--- src/rtl/rs_latch_bank_ctrl.sv ---
// rs_latch_bank_ctrl
//   Arbitrates two requesters onto a bank of N clocked RS latch cells.
//   Each operation is a round-robin grant, a clean single-bit s or r pulse
//   of PULSE_CYC cycles, and one guard cycle with s=r=0. The q bit is read
//   back at the end of the guard cycle, then the requester is acked.
//   This block is the only driver of s_out/r_out, so s=r=1 never occurs.
//
// Ports
//   clk, rst_n         rising-edge clock, asynchronous active-low reset
//   req0/op0/idx0      requester 0: request, 1=set 0=clear, latch index
//   ack0               one-cycle completion strobe to requester 0
//   req1/op1/idx1/ack1 same for requester 1
//   s_out, r_out       set / reset lines to the latch bank
//   q_in               q read back from the latch bank
//   busy               high whenever the controller is not idle
//   err                readback mismatch or bad index, last completed op
module rs_latch_bank_ctrl #(
  parameter int N         = 8,
  parameter int IDXW      = 3,
  parameter int PULSE_CYC = 2
) (
  input  logic            clk,
  input  logic            rst_n,
  input  logic            req0,
  input  logic            op0,
  input  logic [IDXW-1:0] idx0,
  output logic            ack0,
  input  logic            req1,
  input  logic            op1,
  input  logic [IDXW-1:0] idx1,
  output logic            ack1,
  output logic [N-1:0]    s_out,
  output logic [N-1:0]    r_out,
  input  logic [N-1:0]    q_in,
  output logic            busy,
  output logic            err
);

  typedef enum logic [1:0] {IDLE, PULSE, GUARD} state_t;

  localparam logic [IDXW:0] LP_N   = (IDXW+1)'(N);
  localparam logic [N-1:0]  LP_ONE = {{(N-1){1'b0}}, 1'b1};
  localparam logic [3:0]    LP_CNT = 4'(PULSE_CYC - 1);

  state_t          r_state, w_state_nxt;
  logic            r_gnt, w_gnt_nxt;
  logic            r_op, w_op_nxt;
  logic            r_ok, w_ok_nxt;
  logic [IDXW-1:0] r_idx, w_idx_nxt;
  logic [3:0]      r_cnt, w_cnt_nxt;
  logic            r_last, w_last_nxt;
  logic [N-1:0]    r_s, w_s_nxt;
  logic [N-1:0]    r_r, w_r_nxt;
  logic            r_ack0, w_ack0_nxt;
  logic            r_ack1, w_ack1_nxt;
  logic            r_busy, w_busy_nxt;
  logic            r_err, w_err_nxt;

  logic            w_elig0, w_elig1, w_sel, w_sel_op, w_sel_ok, w_qbit;
  logic [IDXW-1:0] w_sel_idx;
  logic [N-1:0]    w_sel_hot;

  always_comb begin
    // A requester whose ack is high this cycle is still lowering req;
    // masking it here prevents a second grant of the same request.
    w_elig0   = req0 & ~r_ack0;
    w_elig1   = req1 & ~r_ack1;
    w_sel     = (w_elig0 & w_elig1) ? ~r_last : w_elig1;
    w_sel_op  = w_sel ? op1 : op0;
    w_sel_idx = w_sel ? idx1 : idx0;
    w_sel_ok  = ({1'b0, w_sel_idx} < LP_N);
    w_sel_hot = w_sel_ok ? (LP_ONE << w_sel_idx) : '0;
    w_qbit    = r_ok ? q_in[r_idx] : 1'b0;

    w_state_nxt = r_state;
    w_gnt_nxt   = r_gnt;
    w_op_nxt    = r_op;
    w_ok_nxt    = r_ok;
    w_idx_nxt   = r_idx;
    w_cnt_nxt   = r_cnt;
    w_last_nxt  = r_last;
    w_s_nxt     = '0;
    w_r_nxt     = '0;
    w_ack0_nxt  = 1'b0;
    w_ack1_nxt  = 1'b0;
    w_err_nxt   = r_err;

    unique case (r_state)
      IDLE: begin
        if (w_elig0 | w_elig1) begin
          w_state_nxt = PULSE;
          w_gnt_nxt   = w_sel;
          w_op_nxt    = w_sel_op;
          w_ok_nxt    = w_sel_ok;
          w_idx_nxt   = w_sel_idx;
          w_cnt_nxt   = LP_CNT;
          w_last_nxt  = w_sel;
          w_s_nxt     = w_sel_op ? w_sel_hot : '0;
          w_r_nxt     = w_sel_op ? '0 : w_sel_hot;
        end
      end
      PULSE: begin
        if (r_cnt == 4'd0) begin
          w_state_nxt = GUARD;
        end else begin
          // Outputs are registered, so holding the current pulse is
          // simply re-loading it until the count expires.
          w_cnt_nxt = r_cnt - 4'd1;
          w_s_nxt   = r_s;
          w_r_nxt   = r_r;
        end
      end
      GUARD: begin
        w_state_nxt = IDLE;
        w_err_nxt   = ~r_ok | (w_qbit != r_op);
        w_ack0_nxt  = ~r_gnt;
        w_ack1_nxt  = r_gnt;
      end
      default: w_state_nxt = IDLE;
    endcase

    w_busy_nxt = (w_state_nxt != IDLE);
  end

  always_ff @(posedge clk or negedge rst_n) begin
    if (!rst_n) begin
      r_state <= IDLE;
      r_gnt   <= 1'b0;
      r_op    <= 1'b0;
      r_ok    <= 1'b0;
      r_idx   <= '0;
      r_cnt   <= '0;
      r_last  <= 1'b1;
      r_s     <= '0;
      r_r     <= '0;
      r_ack0  <= 1'b0;
      r_ack1  <= 1'b0;
      r_busy  <= 1'b0;
      r_err   <= 1'b0;
    end else begin
      r_state <= w_state_nxt;
      r_gnt   <= w_gnt_nxt;
      r_op    <= w_op_nxt;
      r_ok    <= w_ok_nxt;
      r_idx   <= w_idx_nxt;
      r_cnt   <= w_cnt_nxt;
      r_last  <= w_last_nxt;
      r_s     <= w_s_nxt;
      r_r     <= w_r_nxt;
      r_ack0  <= w_ack0_nxt;
      r_ack1  <= w_ack1_nxt;
      r_busy  <= w_busy_nxt;
      r_err   <= w_err_nxt;
    end
  end

  assign s_out = r_s;
  assign r_out = r_r;
  assign ack0  = r_ack0;
  assign ack1  = r_ack1;
  assign busy  = r_busy;
  assign err   = r_err;

endmodule

--- config.mk ---
export PLATFORM = sky130hd
export DESIGN_NAME = rs_latch_bank_ctrl
export DESIGN_NICKNAME = d
export VERILOG_FILES = /design/src/rtl/rs_latch_bank_ctrl.sv
export SDC_FILE = /design/constraint.sdc
export NUM_CORES = 1
export LEC_CHECK = 0
export BUFFER_PORTS_ARGS = -buffer_cell sky130_fd_sc_hd__buf_2
export CAP_MARGIN = 20
export CORE_AREA = 5 5 68 70
export CTS_CLUSTER_DIAMETER = 100
export CTS_CLUSTER_SIZE = 24
export DETAILED_ROUTE_END_ITERATION = 12
export DIE_AREA = 0 0 73 75
export GPL_ROUTABILITY_DRIVEN = 0
export PLACE_DENSITY_LB_ADDON = 0.15
export SLEW_MARGIN = 20
export SYNTH_ARGS = -nofsm -noshare
export SYNTH_HDL_FRONTEND = slang
export SYNTH_SLANG_ARGS = --single-unit
--- constraint.sdc ---
create_clock -name clk -period 2.2 [get_ports clk]
set_input_delay 0.11 -clock clk [delete_from_list [all_inputs] [get_ports clk]]
set_output_delay 0.11 -clock clk [all_outputs]
set_load 0.05 [all_outputs]
==> metrics.txt, run 1 <==
Global Route Usage Sum 14.1%; final period utilization 87.2%; clock tree buffer depth 2; Max Slew Vio Count 0; Layout area overhead 19.9%; Worst Hold Class input port to register; largest net degree at the start of global routing 34; CTS tree done; worst setup path end s_out[3]$_DFFE_PN0P_; CP max stage cell o21ai_0; Post-Synthesis Cells 137; Mapped Avg Cell Area 11.7 sq um; Inserted Clock Buffers 5; number of synthesized flops with an enable pin 0; max_slew headroom 52.2%; Avg WL per Cell 15.1 um; first-iteration detailed-routing DRC count 55; simple-gate share of the synthesized area 16.4%; FMAX 521 MHz; status finished clean; critical path type register to register; Slew @ Worst Pin 0.717 ns; drt pass-1 iters 6; Detail Route Antenna Nets 0; layout cell share with drive strength beyond 1 34.8%; Seq/Total Area, Yosys 51.7%; Die W 73 um; RSZ-0062 raised after global routing false; Post-Synth XOR/XNOR Area 1.64%; DRC 0; synth top area cells dfrtp_1 50%, a22o_1 4.4%, o21ai_0 4.1%, a32o_1 3.8%, mux2i_1 3.8%; ys flop type dfrtp_1; Pleak 0.000930 uW; Final Hold Violating Endpoints 0; # setup viols final 0; r2r endpoint s_out[3]$_DFFE_PN0P_; design area 0.00192 sq mm; num rows 23; post-synthesis register bit count 33; commonest cells in the synthesized netlist 32 x dfrtp_1, 13 x o21ai_0, 8 x a22o_1, 8 x nand2_1, 8 x nor2b_1; Die Height 75 um; Worst path top cell family by delay compound AO/OA/AOI/OAI gates; H-tree levels 2; Synth Cell Area 0.00160 sq mm; Clk Latency, worst-skew pair 0.29 ns; crit-path cells nor2b_1, nand2_2, o21ai_0, a32o_1; total grt overflow 0; Tmin final 1.92 ns; Crit path largest cell delay 0.57 ns; post-CTS setup repair buffer count 0; initial core utilization 40.9%; Synth Area in Adders 0.782%; Maximum Capacitance Violations 0; post-layout util 49.0%; share of the synthesized area in the top cell type 50.1%; post-synth top area cell dfrtp_1; Root Buffer Master clkbuf_8; multiplexer share of the synthesized area 6.57%; largest family of logic cells by synthesized area compound AO/OA/AOI/OAI gates; Reg2Reg Depth 4; die area 0.00548 sq mm; DP HPWL 2.63 mm; Peak VDD IR 0.505 mV; Clock Skews 0.0111 ns; Setup Total Neg Slack 0 ns; Total Wirelength 3.48 mm; CP Launch Point ack1$_DFF_PN0_; vias in the first global route 1246; initial antenna violation count 0; Yosys warning total 0; Placed Instance Area 0.00182 sq mm; asr flop ratio synth 100%; syn_nets 158; Layout Nets 201; Cell Pwr Density 1200 mW/mm^2; R2R setup slack 0.28 ns; critical path data arrival time 2.13 ns; Worst setup EP type register; TritonCTS Sinks 33; clk slew on worst S/H paths 0.07 ns; DR vias 1224; ANT cells 0; Core ar. 0.00391 sq mm; WP buf/inv 0; complex-gate fraction of the synthesized area 19.6%; Top Ports 40; FF-to-FF Start ack1$_DFF_PN0_; most common cell in the synthesized netlist dfrtp_1; WP data required 2.41 ns; global-route wire length before repair 5.96 mm; Vias/cell 5.30; Netlist cell types 41; Levels on crit path 4; layout filler cell count 401; port buffer count 39; crit start category register; worst-path maximum fanout 9
tightest hold or removal path, stage by stage:
cell and delay, ns:
buf_2 0.12, mux2i_1 0.07, o21ai_0 0.14
routing by layer:
| metal | share of wire, % | vias up | wire [um] | track usage, % |
|---|---|---|---|---|
| met4 | 1.4 | 0 | 50 | 4.92 |
| li1 | - | 596 | - | - |
| met1 | 48 | 590 | 1660 | 18.7 |
| met2 | 46 | 33 | 1600 | 21.9 |
| met3 | 4.9 | 5 | 169 | 4.41 |
| met5 | 0 | - | 0 | 0 |
area by class of cell:
type / instances / area (sq um) / area share (%)
timing repair buffer: 41 / 213 / 11.1
sequential: 33 / 827 / 43.1
clock inverter: 3 / 17.5 / 0.914
inverter: 2 / 7.51 / 0.392
clock buffer: 5 / 68.8 / 3.59
tap: 50 / 62.6 / 3.26
multi-input combinational: 97 / 721 / 37.6
how the worst min path moves through the flow:
stage,startpoint,to,slack (ns),depth (start not counted)
global route,idx1[2],r_idx[2]$_DFFE_PN0P_,0.20,3
global placement,rst_n,r_op$_DFFE_PN0P_,0.21,1
floorplan,rst_n,ack0$_DFF_PN0_,-0.19,0
finish,idx1[0],r_idx[0]$_DFFE_PN0P_,0.20,3
detailed placement,rst_n,r_op$_DFFE_PN0P_,0.22,1
CTS,idx0[2],r_idx[2]$_DFFE_PN0P_,0.19,3
sequential cells by signal, indices dropped and copies added (netlist names):
signal,count
ack0,1
ack1,1
busy,1
err,1
r_cnt,4
r_gnt,1
r_idx,3
r_last,1
r_ok,1
r_op,1
r_out,8
r_state,2
s_out,8
through the flow:
step	setup slack [ns]	hold slack, ns	total power [uW]	instances
final	0.281	0.201	2310	231
after global routing	0.150	0.200	2470	231
after CTS	0.257	0.192	2340	231
after detailed placement	0.286	0.222	1890	222
after global placement	0.371	0.206	1860	222
after floorplan	0.446	-0.186	1720	137
repair_timing:
| action | CTS | global route |
|---|---|---|
| hold buffers | 1 | 0 |
| hold endpoints to repair | 32 | 0 |
| resized for setup | 0 | 0 |
where the power goes:
part           leakage [uW]  internal, uW  switching (uW)  total [uW]
Combinational      0.000459           356             630         986
Sequential         0.000427           769             111         880
Clock             0.0000439           218             223         441
Total              0.000930          1340             964        2310
placed cells by master, fill, tap and decap left out, types with 2 or more instances in the layout:
master / synthesis / final
nor3_1: 2 / 2
a21oi_1: 3 / 3
nand3_1: 2 / 2
nor2b_1: 8 / 8
a22o_1: 8 / 8
nand2b_1: 5 / 5
mux2i_1: 6 / 6
o21ai_0: 13 / 13
clkinv_2: 0 / 2
mux4_2: 2 / 2
a32o_1: 6 / 6
inv_1: 2 / 2
a22o_2: 4 / 4
nor2_1: 7 / 7
dfrtp_1: 32 / 32
nand2_1: 8 / 8
nand4b_1: 2 / 2
clkbuf_8: 0 / 5
buf_2: 1 / 39
xor2_1: 3 / 3
kinds of logic after synthesis:
family,after synthesis
simple gates,44
mux,8
xor+xnor,3
compound gates,41
buf+inv,7
flops,33
fa+ha+maj,1
(Power assumes the default switching activity.)
==> run 2: changes to the inputs <==
--- a/config.mk
+++ b/config.mk
@@ -6,12 +6,11 @@
 export NUM_CORES = 1
 export LEC_CHECK = 0
 export BUFFER_PORTS_ARGS = -buffer_cell sky130_fd_sc_hd__buf_2
-export CAP_MARGIN = 20
-export CORE_AREA = 5 5 68 70
+export CORE_AREA = 5 5 65 73
 export CTS_CLUSTER_DIAMETER = 100
 export CTS_CLUSTER_SIZE = 24
 export DETAILED_ROUTE_END_ITERATION = 12
-export DIE_AREA = 0 0 73 75
+export DIE_AREA = 0 0 70 78
 export GPL_ROUTABILITY_DRIVEN = 0
 export PLACE_DENSITY_LB_ADDON = 0.15
 export SLEW_MARGIN = 20
==> run 2 against run 1 <==
Setup slack got worse by 0.024 ns. Hold slack got worse by 0.012 ns. Clock skew decreased by 0.0037 ns. Register-to-register slack got worse by 0.02 ns. Wire length increased by 3.9%. Count of clock-buffer cells in the layout unchanged. Power increased by 0.38%. Global-route usage decreased by 0.30 points. Core utilization increased by 0.32 points. Critical endpoint unchanged. Largest power group unchanged.
==> metrics.txt, run 2 (synthesis gave the netlist of run 1 again) <==
status finished clean; Detail Route Antenna Nets 0 (unchanged); WP data required 2.43 ns (+0.02 ns); DRC 0 (unchanged); Root Buffer Master clkbuf_8; port buffer count 39 (unchanged); most frequent cells in the layout 39 x buf_2, 32 x dfrtp_1, 13 x o21ai_0; Tmin final 1.94 ns (+0.0244 ns); Final Non-Filler Cells 233 (+0.87%); Vias/cell 5.30 (about the same); Die Height 78 um (+4.0%); final period utilization 88.3% (+1.1 points); Global Route Usage Sum 13.8% (-0.30 points); placed insts 224 (+0.90%); Inserted Clock Buffers 5 (unchanged); max_slew headroom 51.8% (-0.43 points); die area 0.00546 sq mm (-0.27%); Die W 70 um (-4.1%); Cell Pwr Density 1200 mW/mm^2 (about the same); critical path type register to register; drt pass-1 iters 4 (-2); clk slew on worst S/H paths 0.07 ns (about the same); Maximum Capacitance Violations 0 (unchanged); Avg WL per Cell 15.5 um (+3.0%); commonest non-fill, non-tap cell in the layout buf_2; Clock Skews 0.00732 ns (-0.00375 ns); DR vias 1234 (+0.82%); ANT cells 0 (unchanged); Core ar. 0.00390 sq mm (-0.26%); multi-input logic area 721 sq um (unchanged); layout filler cell count 364 (-9.2%); Total Wirelength 3.62 mm (+3.9%); vias in the first global route 1233 (-1.0%); Layout Nets 201 (unchanged); Layout area overhead 20.3%; TritonCTS Sinks 33 (unchanged); global-route wire length before repair 5.83 mm (-2.2%); Peak VDD IR 0.554 mV (+9.7%); RSZ-0062 raised after global routing false; post-layout util 49.3% (+0.32 points); Placed Instance Area 0.00182 sq mm (+0.14%); FF/Latch Area 827 sq um (unchanged); largest net degree at the start of global routing 34 (unchanged); total grt overflow 0 (unchanged); num rows 24 (+4.3%); initial core utilization 41.0% (+0.10 points); layout cell share with drive strength beyond 1 34.8% (unchanged); design area 0.00192 sq mm (+0.39%); Worst setup EP type register; Max Slew Vio Count 0 (unchanged); Pleak 0.000923 uW (-0.81%); PostCTS Resize Cnt 0 (unchanged); Setup Total Neg Slack 0 ns (unchanged); crit start category register; initial antenna violation count 0 (unchanged); Worst Hold Class input port to register; FMAX 515 MHz (-1.3%); clock tree buffer depth 2 (unchanged); Final Hold Violating Endpoints 0 (unchanged); critical path data arrival time 2.17 ns (+0.04 ns); worst-path maximum fanout 9 (unchanged); Slew @ Worst Pin 0.723 ns (+0.00644 ns); CTS tree done; DP HPWL 2.74 mm (+4.3%); Clk Latency, worst-skew pair 0.29 ns (about the same); Tot Pwr 2320 uW (+0.38%); H-tree levels 2 (unchanged); # setup viols final 0 (unchanged); Top Ports 40 (unchanged); first-iteration detailed-routing DRC count 44 (-20%)
## run 2: cell types whose count changed in the layout (fill, tap and decap cells not counted)
cell | before | now
clkinv_2 | 2 | 0
clkinvlp_4 | 1 | 3
## run 2: worst max-delay path, stage by stage, from the launching register on
cell     delay [ns]
dfrtp_1        0.39
nor2b_1        0.40
nand2_2        0.27
o21ai_0        0.58
a32o_1         0.25
## run 2: repair_timing
action,in CTS,in global routing
endpoints found under the hold margin,32,0
endpoints found under the setup margin,0,0
buffers inserted,0,0
hold buffers,1,0
## run 2: layout make-up
class	count	area share, %
inverters	2	0.390
clock buffers	5	3.58
flip-flops and latches	33	43.0
clock inverters	3	1.17
multi-input cells	97	37.5
well taps	52	3.38
repair buffers	41	11.1
## run 2: power breakdown
group          internal [uW]  leakage, uW  switching [uW]
clock network            222    0.0000364             230
registers                769     0.000427             112
logic                    355     0.000459             628
## run 2: final timing paths
kind / startpoint / end / slack (ns) / depth (start not counted)
max: ack1$_DFF_PN0_ / s_out[3]$_DFFE_PN0P_ / 0.26 / 4
max reg2reg: ack1$_DFF_PN0_ / s_out[3]$_DFFE_PN0P_ / 0.26 / 4
min in group asynchronous: rst_n / r_idx[0]$_DFFE_PN0P_ / 0.42 / 2
min: idx1[0] / r_idx[0]$_DFFE_PN0P_ / 0.19 / 3
min reg2reg: r_gnt$_DFFE_PN0P_ / ack0$_DFF_PN0_ / 0.44 / 1
max in group asynchronous: rst_n / r_cnt[2]$_DFFE_PN0P_ / 1.32 / 2
## run 2: metrics by stage
stage               hold WS (ns)  setup WS [ns]
finish                     0.189          0.257
global route               0.190          0.103
CTS                        0.185          0.261
detailed placement         0.215          0.270
global placement           0.207          0.291
floorplan                 -0.186          0.446
## run 2: per-layer routing
metal | global-route usage [%] | share of wire, % | up-vias
li1 | - | - | 589
met1 | 16.7 | 43 | 612
met4 | 6.32 | 1.6 | 0
met5 | 0 | 0 | -
met3 | 3.88 | 4.3 | 7
met2 | 22.9 | 51 | 26
==> run 3: changes to the inputs <==
--- a/config.mk
+++ b/config.mk
@@ -6,11 +6,11 @@
 export NUM_CORES = 1
 export LEC_CHECK = 0
 export BUFFER_PORTS_ARGS = -buffer_cell sky130_fd_sc_hd__buf_2
-export CORE_AREA = 5 5 65 73
+export CORE_AREA = 5 5 94 52
 export CTS_CLUSTER_DIAMETER = 100
 export CTS_CLUSTER_SIZE = 24
 export DETAILED_ROUTE_END_ITERATION = 12
-export DIE_AREA = 0 0 70 78
+export DIE_AREA = 0 0 99 57
 export GPL_ROUTABILITY_DRIVEN = 0
 export PLACE_DENSITY_LB_ADDON = 0.15
 export SLEW_MARGIN = 20
==> run 3 against run 2 <==
Setup slack better by 0.035 ns. Non-clock buffer count unchanged. Global-route usage up 0.13 points. Sequential power about the same. Die area up 3.4%. Sequential share of layout area down 0.69 points. First-iteration DRC count up 32%. Maximum frequency up 1.8%. Wire length up 2.5%. Combinational power up 0.9%. Power up 6.5%. Largest power group unchanged.
==> metrics.txt, run 3 (synthesis gave the netlist of run 1 again) <==
post-CTS setup repair buffer count 0 (unchanged); Peak VDD IR 0.412 mV (-26%); H-tree levels 2 (unchanged); Layout Nets 201 (unchanged); r2r endpoint s_out[3]$_DFFE_PN0P_; max_slew headroom 50.1% (-1.7 points); Layout area overhead 22.3%; Worst path top cell family by delay compound AO/OA/AOI/OAI gates; ANT cells 0 (unchanged); Avg WL per Cell 15.6 um (+0.33%); commonest non-fill, non-tap cell in the layout buf_2; first-iteration detailed-routing DRC count 58 (+32%); total grt overflow 0 (unchanged); Clk Latency, worst-skew pair 0.28 ns (about the same); Min-Delay Path Depth 3 (unchanged); Max Slew Vio Count 0 (unchanged); Root Buffer Master clkbuf_8; TritonCTS Sinks 33 (unchanged); DR vias 1289 (+4.5%); Clock Skews 0.00593 ns (-0.00139 ns); Vias/cell 5.42 (+2.3%); status finished clean; Cell Pwr Density 1260 mW/mm^2 (+4.8%); worst-path maximum fanout 9 (unchanged); Pleak 0.000945 uW (+2.4%); crit start category register; Tot Pwr 2470 uW (+6.5%); clock tree buffer depth 2 (unchanged); WHS Endpoint r_idx[0]$_DFFE_PN0P_; vias in the first global route 1249 (+1.3%); Reg2Reg Depth 4 (unchanged); critical path type register to register; initial core utilization 39.0% (-2.0 points); Die W 99 um (+41%); global-route wire length before repair 6.15 mm (+5.6%); port buffer count 39 (unchanged); RSZ-0062 raised after global routing false; Total Wirelength 3.71 mm (+2.5%); DRC 0 (unchanged); Inserted Clock Buffers 5 (unchanged); initial antenna violation count 0 (unchanged); Crit path largest cell delay 0.56 ns (-0.02 ns); final period utilization 86.7% (-1.6 points); Core ar. 0.00411 sq mm (+5.2%); DP HPWL 2.75 mm (+0.35%); CP max stage cell o21ai_0; Global Route Usage Sum 14.0% (+0.13 points); largest net degree at the start of global routing 34 (unchanged); # setup viols final 0 (unchanged); layout cell share with drive strength beyond 1 34.3% (-0.55 points); num rows 17 (-29%); Final Hold Violating Endpoints 0 (unchanged); R2R setup slack 0.29 ns (+0.03 ns); hold_sp idx0[0]; crit-path cells nor2b_1, nand2_2, o21ai_0, a32o_1; WP data required 2.42 ns (about the same); Worst setup EP type register; FMAX 524 MHz (+1.8%); critical path data arrival time 2.13 ns (-0.04 ns); Maximum Capacitance Violations 0 (unchanged); WP buf/inv 0 (unchanged); die area 0.00564 sq mm (+3.4%); post-layout util 47.6% (-1.7 points); Slew @ Worst Pin 0.748 ns (+0.0248 ns); Worst Hold Class input port to register; Tmin final 1.91 ns (-0.0348 ns); most frequent cells in the layout 39 x buf_2, 32 x dfrtp_1, 13 x o21ai_0; clk slew on worst S/H paths 0.07 ns (about the same); FF-to-FF Start ack1$_DFF_PN0_; drt pass-1 iters 4 (unchanged); Die Height 57 um (-27%); Top Ports 40 (unchanged); Setup Total Neg Slack 0 ns (unchanged); CTS tree done; Detail Route Antenna Nets 0 (unchanged)
## run 3: cell types whose count changed in the layout (fill, tap and decap cells not counted), sizes merged
cell and delta:
bufinv +1, clkbuf +2, clkinvlp -3
## run 3: how the worst max path moves through the flow
stage,end,from,cells after the start,slack [ns]
2_1_floorplan,r_out[0]$_DFFE_PN0P_,ack0$_DFF_PN0_,5,0.45
3_3_place_gp,s_out[3]$_DFFE_PN0P_,ack1$_DFF_PN0_,4,0.34
3_5_place_dp,s_out[3]$_DFFE_PN0P_,ack1$_DFF_PN0_,4,0.27
4_1_cts,s_out[3]$_DFFE_PN0P_,ack1$_DFF_PN0_,4,0.25
5_1_grt,s_out[3]$_DFFE_PN0P_,ack1$_DFF_PN0_,4,0.09
6_report,s_out[3]$_DFFE_PN0P_,ack1$_DFF_PN0_,4,0.29
## run 3: final cells by class
class / count / area [sq um]
repair buffers: 41 / 213
clock inverters: 1 / 30.0
flip-flops and latches: 33 / 827
clock buffers: 7 / 86.3
well taps: 57 / 71.3
multi-input cells: 97 / 721
fillers: 386 / 2150
inverters: 2 / 7.51
## run 3: worst min-delay path, cell delays in order
cell and delay (ns):
buf_2 0.12, mux2i_1 0.07, o21ai_0 0.13
## run 3: power by group
group	leakage [uW]	internal, uW	switching (uW)	total [uW]
clock	0.0000585	369	221	591
sequential	0.000427	769	114	883
combinational	0.000459	357	635	992
## run 3: repair_timing
item | CTS | global route
hold buffers | 1 | 0
setup endpoints to repair | 0 | 0
endpoints found under the hold margin | 32 | 0
gates resized for setup | 0 | 0
## run 3: layer usage
| metal | wire [um] | GRT usage (%) | vias up |
|---|---|---|---|
| met5 | 0 | 0 | - |
| met3 | 168 | 3.91 | 5 |
| met2 | 1710 | 20.3 | 36 |
| met1 | 1790 | 19.6 | 658 |
| li1 | - | - | 590 |
| met4 | 36 | 5.84 | 0 |
## run 3: through the flow
| stage | setup slack (ns) | hold slack (ns) | std cells | cell area, sq um |
|---|---|---|---|---|
| floorplan | 0.446 | -0.186 | 137 | 1600 |
| global placement | 0.338 | 0.214 | 229 | 1830 |
| detailed placement | 0.269 | 0.227 | 229 | 1830 |
| CTS | 0.246 | 0.180 | 238 | 1960 |
| global route | 0.0887 | 0.217 | 238 | 1960 |
| finish | 0.292 | 0.184 | 238 | 1960 |
